==> src/rtl/imm_gen_pipe_pkg.sv <==
// Shared types and defaults for the ID-stage immediate generator.
package imm_gen_pipe_pkg;

    localparam int DEF_FETCH_WIDTH  = 2;
    localparam int DEF_IMM_WIDTH    = 32;
    localparam int DEF_OPCODE_WIDTH = 7;
    localparam int INSTR_WIDTH      = 32;
    localparam int IMM_TYPE_WIDTH   = 3;

    typedef enum logic [2:0] {
        IMM_R   = 3'd0,
        IMM_I   = 3'd1,
        IMM_S   = 3'd2,
        IMM_B   = 3'd3,
        IMM_U   = 3'd4,
        IMM_J   = 3'd5,
        IMM_ILL = 3'd6
    } imm_type_t;

    typedef enum logic [6:0] {
        OP_LOAD   = 7'b0000011,
        OP_IMM    = 7'b0010011,
        OP_AUIPC  = 7'b0010111,
        OP_STORE  = 7'b0100011,
        OP_OP     = 7'b0110011,
        OP_LUI    = 7'b0110111,
        OP_BRANCH = 7'b1100011,
        OP_JALR   = 7'b1100111,
        OP_JAL    = 7'b1101111
    } opcode_t;

endpackage

==> src/rtl/imm_gen_pipe_if.sv <==
// Bundle handshake between fetch queue, immediate generator and rename.
interface imm_gen_pipe_if
    import imm_gen_pipe_pkg::*;
#(
    parameter int FETCH_WIDTH = DEF_FETCH_WIDTH,
    parameter int IMM_WIDTH   = DEF_IMM_WIDTH
);

    logic                                in_valid;
    logic                                in_ready;
    logic [FETCH_WIDTH-1:0]              in_lane_vld;
    logic [FETCH_WIDTH*INSTR_WIDTH-1:0]  in_instr;

    logic                                out_valid;
    logic                                out_ready;
    logic [FETCH_WIDTH-1:0]              out_lane_vld;
    logic [FETCH_WIDTH*IMM_WIDTH-1:0]    out_imm;
    logic [FETCH_WIDTH*IMM_TYPE_WIDTH-1:0] out_imm_type;
    logic [FETCH_WIDTH-1:0]              out_illegal;

    modport master (
        output in_valid, in_lane_vld, in_instr, out_ready,
        input  in_ready, out_valid, out_lane_vld, out_imm, out_imm_type, out_illegal
    );

    modport slave (
        input  in_valid, in_lane_vld, in_instr, out_ready,
        output in_ready, out_valid, out_lane_vld, out_imm, out_imm_type, out_illegal
    );

endinterface

==> src/rtl/imm_gen_pipe_imm_decode_lane.sv <==
// Combinational RV32I immediate decode for a single fetch lane.
module imm_decode_lane
    import imm_gen_pipe_pkg::*;
#(
    parameter int IMM_WIDTH    = DEF_IMM_WIDTH,
    parameter int OPCODE_WIDTH = DEF_OPCODE_WIDTH
) (
    input  logic [INSTR_WIDTH-1:0] instr_i,
    input  logic                   laneVld_i,
    output logic [IMM_WIDTH-1:0]   imm_o,
    output imm_type_t              immType_o,
    output logic                   illegal_o
);

    opcode_t opcode;
    assign opcode = opcode_t'(instr_i[OPCODE_WIDTH-1:0]);

    // Invalid lanes look like R-type so rename sees a zero immediate and no fault.
    always_comb begin
        imm_o     = '0;
        immType_o = IMM_R;
        illegal_o = 1'b0;
        if (laneVld_i) begin
            case (opcode)
                OP_OP: begin
                    immType_o = IMM_R;
                end
                OP_LOAD, OP_IMM, OP_JALR: begin
                    imm_o     = IMM_WIDTH'($signed(instr_i[31:20]));
                    immType_o = IMM_I;
                end
                OP_STORE: begin
                    imm_o     = IMM_WIDTH'($signed({instr_i[31:25], instr_i[11:7]}));
                    immType_o = IMM_S;
                end
                OP_BRANCH: begin
                    imm_o     = IMM_WIDTH'($signed({instr_i[31], instr_i[7], instr_i[30:25],
                                                    instr_i[11:8], 1'b0}));
                    immType_o = IMM_B;
                end
                OP_LUI, OP_AUIPC: begin
                    imm_o     = IMM_WIDTH'($signed({instr_i[31:12], 12'b0}));
                    immType_o = IMM_U;
                end
                OP_JAL: begin
                    imm_o     = IMM_WIDTH'($signed({instr_i[31], instr_i[19:12], instr_i[20],
                                                    instr_i[30:21], 1'b0}));
                    immType_o = IMM_J;
                end
                default: begin
                    immType_o = IMM_ILL;
                    illegal_o = 1'b1;
                end
            endcase
        end
    end

endmodule

==> src/rtl/imm_gen_pipe.sv <==
// Pipelined multi-lane immediate generator: per-lane decode feeding an output
// register backed by a one-entry skid register so in_ready comes from a flop.
module imm_gen_pipe
    import imm_gen_pipe_pkg::*;
#(
    parameter int FETCH_WIDTH  = DEF_FETCH_WIDTH,
    parameter int IMM_WIDTH    = DEF_IMM_WIDTH,
    parameter int OPCODE_WIDTH = DEF_OPCODE_WIDTH
) (
    input  logic          clk,
    input  logic          reset,
    input  logic          flush,
    imm_gen_pipe_if.slave bus
);

    localparam int IW = FETCH_WIDTH * IMM_WIDTH;
    localparam int TW = FETCH_WIDTH * IMM_TYPE_WIDTH;

    if (IMM_WIDTH < 32) begin : gBadImmWidth
        $error("imm_gen_pipe: IMM_WIDTH must be at least 32");
    end

    logic [IW-1:0]          decImm;
    logic [TW-1:0]          decType;
    logic [FETCH_WIDTH-1:0] decIll;

    for (genvar g = 0; g < FETCH_WIDTH; g++) begin : gLane
        imm_type_t laneType;

        imm_decode_lane #(
            .IMM_WIDTH    (IMM_WIDTH),
            .OPCODE_WIDTH (OPCODE_WIDTH)
        ) uDecode (
            .instr_i   (bus.in_instr[g*INSTR_WIDTH +: INSTR_WIDTH]),
            .laneVld_i (bus.in_lane_vld[g]),
            .imm_o     (decImm[g*IMM_WIDTH +: IMM_WIDTH]),
            .immType_o (laneType),
            .illegal_o (decIll[g])
        );

        assign decType[g*IMM_TYPE_WIDTH +: IMM_TYPE_WIDTH] = laneType;
    end

    logic                   orValid_q,   orValid_d;
    logic [FETCH_WIDTH-1:0] orLaneVld_q, orLaneVld_d;
    logic [IW-1:0]          orImm_q,     orImm_d;
    logic [TW-1:0]          orType_q,    orType_d;
    logic [FETCH_WIDTH-1:0] orIll_q,     orIll_d;

    logic                   skValid_q,   skValid_d;
    logic [FETCH_WIDTH-1:0] skLaneVld_q, skLaneVld_d;
    logic [IW-1:0]          skImm_q,     skImm_d;
    logic [TW-1:0]          skType_q,    skType_d;
    logic [FETCH_WIDTH-1:0] skIll_q,     skIll_d;

    logic inReady_q;
    logic accept;
    logic orFree;

    assign accept = bus.in_valid & inReady_q;
    assign orFree = ~orValid_q | bus.out_ready;

    // The skid entry is always older than a new arrival, so it wins the output register.
    always_comb begin
        orValid_d   = orValid_q;
        orLaneVld_d = orLaneVld_q;
        orImm_d     = orImm_q;
        orType_d    = orType_q;
        orIll_d     = orIll_q;
        skValid_d   = skValid_q;
        skLaneVld_d = skLaneVld_q;
        skImm_d     = skImm_q;
        skType_d    = skType_q;
        skIll_d     = skIll_q;

        if (flush) begin
            orValid_d = 1'b0;
            skValid_d = 1'b0;
        end else if (orFree) begin
            if (skValid_q) begin
                orValid_d   = 1'b1;
                orLaneVld_d = skLaneVld_q;
                orImm_d     = skImm_q;
                orType_d    = skType_q;
                orIll_d     = skIll_q;
                skValid_d   = accept;
                if (accept) begin
                    skLaneVld_d = bus.in_lane_vld;
                    skImm_d     = decImm;
                    skType_d    = decType;
                    skIll_d     = decIll;
                end
            end else begin
                orValid_d = accept;
                if (accept) begin
                    orLaneVld_d = bus.in_lane_vld;
                    orImm_d     = decImm;
                    orType_d    = decType;
                    orIll_d     = decIll;
                end
            end
        end else if (accept) begin
            skValid_d   = 1'b1;
            skLaneVld_d = bus.in_lane_vld;
            skImm_d     = decImm;
            skType_d    = decType;
            skIll_d     = decIll;
        end
    end

    always_ff @(posedge clk) begin
        if (reset) begin
            orValid_q   <= 1'b0;
            orLaneVld_q <= '0;
            orImm_q     <= '0;
            orType_q    <= '0;
            orIll_q     <= '0;
            skValid_q   <= 1'b0;
            skLaneVld_q <= '0;
            skImm_q     <= '0;
            skType_q    <= '0;
            skIll_q     <= '0;
            inReady_q   <= 1'b1;
        end else begin
            orValid_q   <= orValid_d;
            orLaneVld_q <= orLaneVld_d;
            orImm_q     <= orImm_d;
            orType_q    <= orType_d;
            orIll_q     <= orIll_d;
            skValid_q   <= skValid_d;
            skLaneVld_q <= skLaneVld_d;
            skImm_q     <= skImm_d;
            skType_q    <= skType_d;
            skIll_q     <= skIll_d;
            inReady_q   <= ~skValid_d;
        end
    end

    assign bus.in_ready     = inReady_q;
    assign bus.out_valid    = orValid_q;
    assign bus.out_lane_vld = orLaneVld_q;
    assign bus.out_imm      = orImm_q;
    assign bus.out_imm_type = orType_q;
    assign bus.out_illegal  = orIll_q;

endmodule

==> src/flat_wrapper.sv <==
// flat-port wrapper written by rule: the top's interface ports become plain ports
module imm_gen_pipe_flat import imm_gen_pipe_pkg::*;
#(
    parameter int FETCH_WIDTH  = DEF_FETCH_WIDTH,
    parameter int IMM_WIDTH    = DEF_IMM_WIDTH,
    parameter int OPCODE_WIDTH = DEF_OPCODE_WIDTH
)
  (clk, reset, flush, bus_in_valid, bus_in_lane_vld, bus_in_instr, bus_out_ready, bus_in_ready, bus_out_valid, bus_out_lane_vld, bus_out_imm, bus_out_imm_type, bus_out_illegal);
  imm_gen_pipe_if #(.FETCH_WIDTH(FETCH_WIDTH), .IMM_WIDTH(IMM_WIDTH)) bus_i ();
  input  logic clk;
  input  logic reset;
  input  logic flush;
  input wire logic [$bits(bus_i.in_valid)-1:0] bus_in_valid;
  input wire logic [$bits(bus_i.in_lane_vld)-1:0] bus_in_lane_vld;
  input wire logic [$bits(bus_i.in_instr)-1:0] bus_in_instr;
  input wire logic [$bits(bus_i.out_ready)-1:0] bus_out_ready;
  output wire logic [$bits(bus_i.in_ready)-1:0] bus_in_ready;
  output wire logic [$bits(bus_i.out_valid)-1:0] bus_out_valid;
  output wire logic [$bits(bus_i.out_lane_vld)-1:0] bus_out_lane_vld;
  output wire logic [$bits(bus_i.out_imm)-1:0] bus_out_imm;
  output wire logic [$bits(bus_i.out_imm_type)-1:0] bus_out_imm_type;
  output wire logic [$bits(bus_i.out_illegal)-1:0] bus_out_illegal;
  assign bus_i.in_valid = bus_in_valid;
  assign bus_i.in_lane_vld = bus_in_lane_vld;
  assign bus_i.in_instr = bus_in_instr;
  assign bus_i.out_ready = bus_out_ready;
  assign bus_in_ready = bus_i.in_ready;
  assign bus_out_valid = bus_i.out_valid;
  assign bus_out_lane_vld = bus_i.out_lane_vld;
  assign bus_out_imm = bus_i.out_imm;
  assign bus_out_imm_type = bus_i.out_imm_type;
  assign bus_out_illegal = bus_i.out_illegal;
  imm_gen_pipe #(.FETCH_WIDTH(FETCH_WIDTH), .IMM_WIDTH(IMM_WIDTH), .OPCODE_WIDTH(OPCODE_WIDTH)) u_core (.clk(clk), .reset(reset), .flush(flush), .bus(bus_i));
endmodule
==> config.mk <==
export PLATFORM = sky130hd
export DESIGN_NAME = imm_gen_pipe_flat
export DESIGN_NICKNAME = d
export VERILOG_FILES = /design/src/rtl/imm_gen_pipe_pkg.sv /design/src/rtl/imm_gen_pipe_if.sv /design/src/rtl/imm_gen_pipe_imm_decode_lane.sv /design/src/rtl/imm_gen_pipe.sv /design/src/flat_wrapper.sv
export SDC_FILE = /design/constraint.sdc
export NUM_CORES = 1
export LEC_CHECK = 0
export CAP_MARGIN = 20
export CORE_AREA = 5 5 114 158
export DETAILED_ROUTE_END_ITERATION = 12
export DIE_AREA = 0 0 119 163
export PLACE_DENSITY = 0.8
export REMOVE_ABC_BUFFERS = 1
export SLEW_MARGIN = 20
export SYNTH_ARGS = -nofsm -noshare
export SYNTH_HDL_FRONTEND = slang
export SYNTH_HIERARCHICAL = 1
export SYNTH_SLANG_ARGS = --single-unit
export TNS_END_PERCENT = 10
==> constraint.sdc <==
create_clock -name clk -period 2.4 [get_ports clk]
set_input_delay 0.36 -clock clk [delete_from_list [all_inputs] [get_ports clk]]
set_output_delay 0.36 -clock clk [all_outputs]
set_load 0.02 [all_outputs]
After elaboration in Yosys (flattened, before gate mapping)
Cells that the tools add are included.
{"block": "op_classes", "div": 0, "shift": 0, "n_reduce_logical": 10, "addsub": 0, "muxes": 37, "eq_ne": 19, "multipliers": 0, "bitwise": 5, "n_lt_le_gt_ge": 0}
{"cell": "$mux W64", "n": 5}
{"cell": "$pmux W32 S5", "n": 2}
{"cell": "$mux W32", "n": 2}
{"cell": "$eq A7 B6 Y1 const B", "n": 6}
{"cell": "$eq A7 B7 Y1 const B", "n": 6}
{"cell": "$pmux W3 S6", "n": 2}
{"cell": "$mux W6", "n": 5}
{"cell": "$eq A7 B5 Y1 const B", "n": 4}
{"cell": "$mux W2", "n": 10}
{"cell": "$reduce_or A9 Y1", "n": 2}
{"cell": "$eq A7 B2 Y1 const B", "n": 2}
{"cell": "$mux W1", "n": 9}
{"cell": "$mux W3", "n": 2}
{"cell": "$reduce_or A2 Y1", "n": 3}
{"cell": "$reduce_or A3 Y1", "n": 2}
{"cell": "$not A1 Y1", "n": 3}
{"cell": "$reduce_and A3 Y1", "n": 1}
{"cell": "$ne A2 B1 Y1 const B", "n": 1}
{"cell": "$reduce_and A2 Y1", "n": 1}
{"cell": "$reduce_bool A2 Y1", "n": 1}
{"cell": "$and A1 B1 Y1", "n": 1}
{"cell": "$or A1 B1 Y1", "n": 1}
{"block": "totals", "mem_bits_rw": 0, "mem_bits_ro": 0, "out_inout_bits": 76, "register_bits": 151, "word_cells": 82, "in_bits": 71, "n_memories": 0, "latchBits": 0}

Logic depth before layout (Yosys ltp)
{"block": "depth", "word_depth": 7, "mapped_depth": 9, "mapped_depth_nobuf": 7}

By module
Netlist, hierarchy kept.
{"module": "imm_gen_pipe", "cells_each": 754, "area_each_um2": 7352.1, "n_inst": 1, "seq_area_each_um2": 3022.9}
{"module": "imm_decode_lane", "cells_each": 103, "area_each_um2": 653.1, "n_inst": 2, "seq_area_each_um2": 0.0}

Worst setup path after synthesis
OpenSTA, ideal clock, no wires.
{"block": "synth_timing", "path_type": "input port to flip-flop", "from": "in bus_in_instr[2]", "to": "reg u_core.orImm_q[23], in the netlist u_core/bus.out_imm[23]", "setup_ns": 0.139, "path_buffers": 2, "slack_ns": 0.286, "required_ns": 2.261, "arrival_ns": 1.975, "stages": 9, "cell_sequence": "buf_2 -> or2b_1 -> nor4b_4 -> o31ai_4 -> buf_6 -> a21oi_2 -> mux2_2 -> nor4_1 -> a211oi_2"}
{"block": "synth_between", "elab_chain_len": 6, "elab_cells_between_ends": 14, "cone_classes": "8 x eq/ne; 4 x mux; 2 x reduce/logical"}
{"element": "start, declared", "line": "flat_wrapper.sv:15", "source": "input wire logic [$bits(bus_i.in_instr)-1:0] bus_in_instr;"}
{"element": "$eq A7 B2 Y1, or another cell as far along", "line": "imm_gen_pipe_imm_decode_lane.sv:24", "source": "case (opcode)"}
{"element": "$reduce_or A3 Y1 or $reduce_or A2 Y1 (tied branches)", "line": "imm_gen_pipe_imm_decode_lane.sv:24"}
{"element": "$pmux W32 S5 (*)", "line": "imm_gen_pipe_imm_decode_lane.sv:24"}
{"element": "$mux W32 (*)", "line": "imm_gen_pipe_imm_decode_lane.sv:23", "source": "if (laneVld_i) begin"}
{"element": "via u_core.decImm[23]", "line": "imm_gen_pipe.sv:23", "source": "logic [IW-1:0] decImm;"}
{"element": "$mux W64 (*)", "line": "imm_gen_pipe.sv:95", "source": "if (accept) begin"}
{"element": "$mux W64 (*)", "line": "imm_gen_pipe.sv:80", "source": "if (skValid_q) begin"}
{"element": "end signal, assigned", "line": "imm_gen_pipe.sv:127", "source": "orImm_q <= orImm_d;"}
{"element": "end, declared", "line": "imm_gen_pipe.sv:46", "source": "logic [IW-1:0] orImm_q, orImm_d;"}
Mark *: on every way through the listed nets, which the timed path passes. The rest lies on a longest branch. The select of a mux whose other input is x is not followed.
A chain may end at the register's enable or synchronous reset.

Worst setup path in the final report
{"block": "layout_timing", "from": "in bus_in_instr[34]", "to": "reg u_core.orImm_q[62], in the netlist u_core/bus.out_imm[62]"}
The elaborated chain is that of the path after synthesis.

==> metrics <==
routed via count=7,458; setup ws final=about 0.18 ns; asr flop ratio synth=0%; Clk Latency, worst-skew pair=0.43 ns; Final Skew=a little under 0.01 ns; setup_tns=0 ns; largest net degree at the start of global routing=85; GPL Wtd Cong=0.886; Distinct cells, synth=42; nets=1,192; post-CTS setup buffers=0; Max-Cap Viols=0; Post-Layout Cell Count=around 1,300; maximum vdd drop=about 0.42 mV; synth cell count leaders=151 x dfxtp_1, 150 x nand2b_1, 79 x inv_1, 76 x mux2_2; # resized after CTS=0; Hold Crit Start=flush; crit end category=register; Final setup viols=0; row count=56; Final period util=92.3%; PwrDens=568 nW/um^2; fraction of layout cells with a size suffix above 1=a little over a fifth; Worst-path clk slew=0.06 ns; Seq cells post-synth=151; via/cell ratio=5.58; worst slack at placement=-0.218 ns; CP Cell Sequence=clkdlybuf4s50_1 -> nor2b_1 -> nor4b_4 -> o31ai_4 -> buf_12 -> a21oi_1 -> mux2_2 -> nor4_1 -> a211oi_1; Crit Path Class=in -> reg; Startpoint Class=primary input; DRC viols=0; Lkg Pwr=0.00379 uW; cts hold-fix bufs=0; die area=19,400 sq um; gr ovfl total=0; Mapped Cells=960; CTS tree=yes; post-DP HPWL=15,100 um; Internal=4760 uW; Slew Viols, Final=0; Hold WS=about 0.3 ns; switching pwr=1650 uW; CP delay by family, top=buffers and inverters; top-level port count=147; CTS root buf=clkbuf_16; DR iter-0 viols=400; Num CTS Buffers=17; CP Max Fanout=23; outcome=finished clean; switching share of power=25.7%; Worst slew margin=64.3%; Synth Area per Inst=9.02 sq um; CP max stage delay=0.57 ns; final hold violation count=0; Max Clk Rate=0.451 GHz; sequential area share after synthesis=34.9%; Slew @ Worst Pin=0.536 ns; top cell type's share of synthesized area=34.9%; CP required=2.69 ns; class of the worst hold path=in -> reg; initial antenna violation count=0; core area=16,500 sq um; Hold Path End=u_core/bus.in_ready; DIE HEIGHT=around 160 um; Reg2Reg Depth=4; ranking of synthesized cells by area=dfxtp_1 35%, nand2b_1 11%, mux2_2 9.9%; Most used DFF post-synth=dfxtp_1; hold path cells=3; Arrival @ worst endpoint=2.51 ns; Sink Count=between 150 and 200; CP bufs+invs=2; placed cell count=1,305; CTS H-tree lvls=4; Die Wd=119 um; min Tclk post-route=2.22 ns; total power=6410 uW; wire per inst=17.1 um; post-route ant nets=0; Post-synth EDFFs=0; leading area contributor after synthesis=dfxtp_1; clk buf depth=2; WL final=between 20,000 and 25,000 um; Syn Std Cell Area=8660 sq um; drt pass-1 iters=4; critical-path cell with the highest stage delay=clkdlybuf4s50_1; RSZ-0062 raised after global routing=no; Comb pwr share=14.6%; clock share of power=roughly 44%; YS warnings=6; FF-to-FF End=u_core/bus.out_imm[13]; Area Growth Syn to Fin=30.3%; vias in the first global route=between 7,000 and 8,000; initial core utilization=a little over half; r2r setup slk=~0.67 ns; origin of the critical flop-to-flop path=u_core/skValid_q; Port Buffers=around 150; ant diodes=0; most frequent cell after synthesis=dfxtp_1; Flop pwr share=41.1%; first-pass GRT wire length=37,400 um; aggregate global-route resource usage=approximately a quarter
## how the worst max path moves through the flow
stage	from	to	slack, ns	depth (start not counted)
after global placement	bus_in_instr[3]	u_core/bus.out_imm[13]	-0.13	9
after global routing	bus_in_instr[34]	u_core/bus.out_imm[48]	0.08	9
after CTS	bus_in_instr[2]	u_core/bus.out_imm[22]	0.23	10
final	bus_in_instr[34]	u_core/bus.out_imm[62]	0.18	9
after detailed placement	bus_in_instr[2]	u_core/bus.out_imm[22]	-0.22	10
after floorplan	u_core/bus.out_valid	u_core/skIll_q[0]	-3.43	3
## per-layer routing
layer / routed length (um) / GRT usage (%)
met1: 9770 / 27.4
met2: 11800 / 41.6
met3: 643 / 3.68
met4: 596 / 10.2
met5: 0 / 0
## layout by cell type (no fill, tap or decap), types with 6 or more instances in the layout
cell             count
nand2b_1           150
dfxtp_1            150
clkdlybuf4s50_1    144
inv_1               79
mux2_2              76
mux2i_1             74
nor4_1              74
buf_4               73
a211oi_1            63
nand2_1             41
a21oi_1             30
clkbuf_16           17
and2_1              16
a21oi_2             14
nor2_1              13
a211oi_2            13
a22oi_1             10
buf_12              10
nand3_1              8
o21a_1               8
nor3_1               6
nand3b_1             6
## state kept, by name (all words and copies together), names as in the netlist
signal                   count
u_core/bus.in_ready          1
u_core/bus.out_illegal       2
u_core/bus.out_imm          64
u_core/bus.out_imm_type      6
u_core/bus.out_lane_vld      2
u_core/bus.out_valid         1
u_core/skIll_q               2
u_core/skImm_q              64
u_core/skLaneVld_q           2
u_core/skType_q              6
u_core/skValid_q             1
## kinds of logic (layout without fill, tap and decap cells)
kind of cell / Yosys count / count (layout) / share of synthesized area, %
AOI/OAI and AO/OA: 155 / 155 / 13.9
adders and majority gates: 1 / 1 / 0.116
buffers and inverters: 165 / 339 / 8.96
DFF: 151 / 151 / 34.9
muxes: 150 / 150 / 18.4
and+or+nand+nor: 338 / 338 / 23.7
## tightest hold or removal path, cell delays in order
cell and delay, ns:
buf_2 0.17, nor2_1 0.09, nand2_1 0.06
## cell type report
type                       count  area (sq um)
timing repair buffer         228          2190
fill                        1313          5260
clock inverter                13           169
sequential                   151          3030
inverter                      79           297
multi-input combinational    644          4890
tap                          203           254
clock buffer                  19           453
## power groups by stage
| stage | clock (uW) | combinational, uW | sequential (uW) |
|---|---|---|---|
| 2_1_floorplan | 0 | 311 | 2780 |
| 3_3_place_gp | 0 | 927 | 2690 |
| 3_5_place_dp | 0 | 935 | 2690 |
| 4_1_cts | 2890 | 940 | 2630 |
| 5_1_grt | 3000 | 995 | 2640 |
| 6_report | 2840 | 937 | 2630 |
## through the flow
step | cell area, sq um | utilization [%]
2_1_floorplan | 8180 | -
3_3_place_gp | 10700 | 64.5
3_5_place_dp | 10700 | 64.5
4_1_cts | 11300 | 68.2
5_1_grt | 11300 | 68.2
6_report | 11300 | 68.2
No activity file was read; power rests on OpenSTA's default activity.
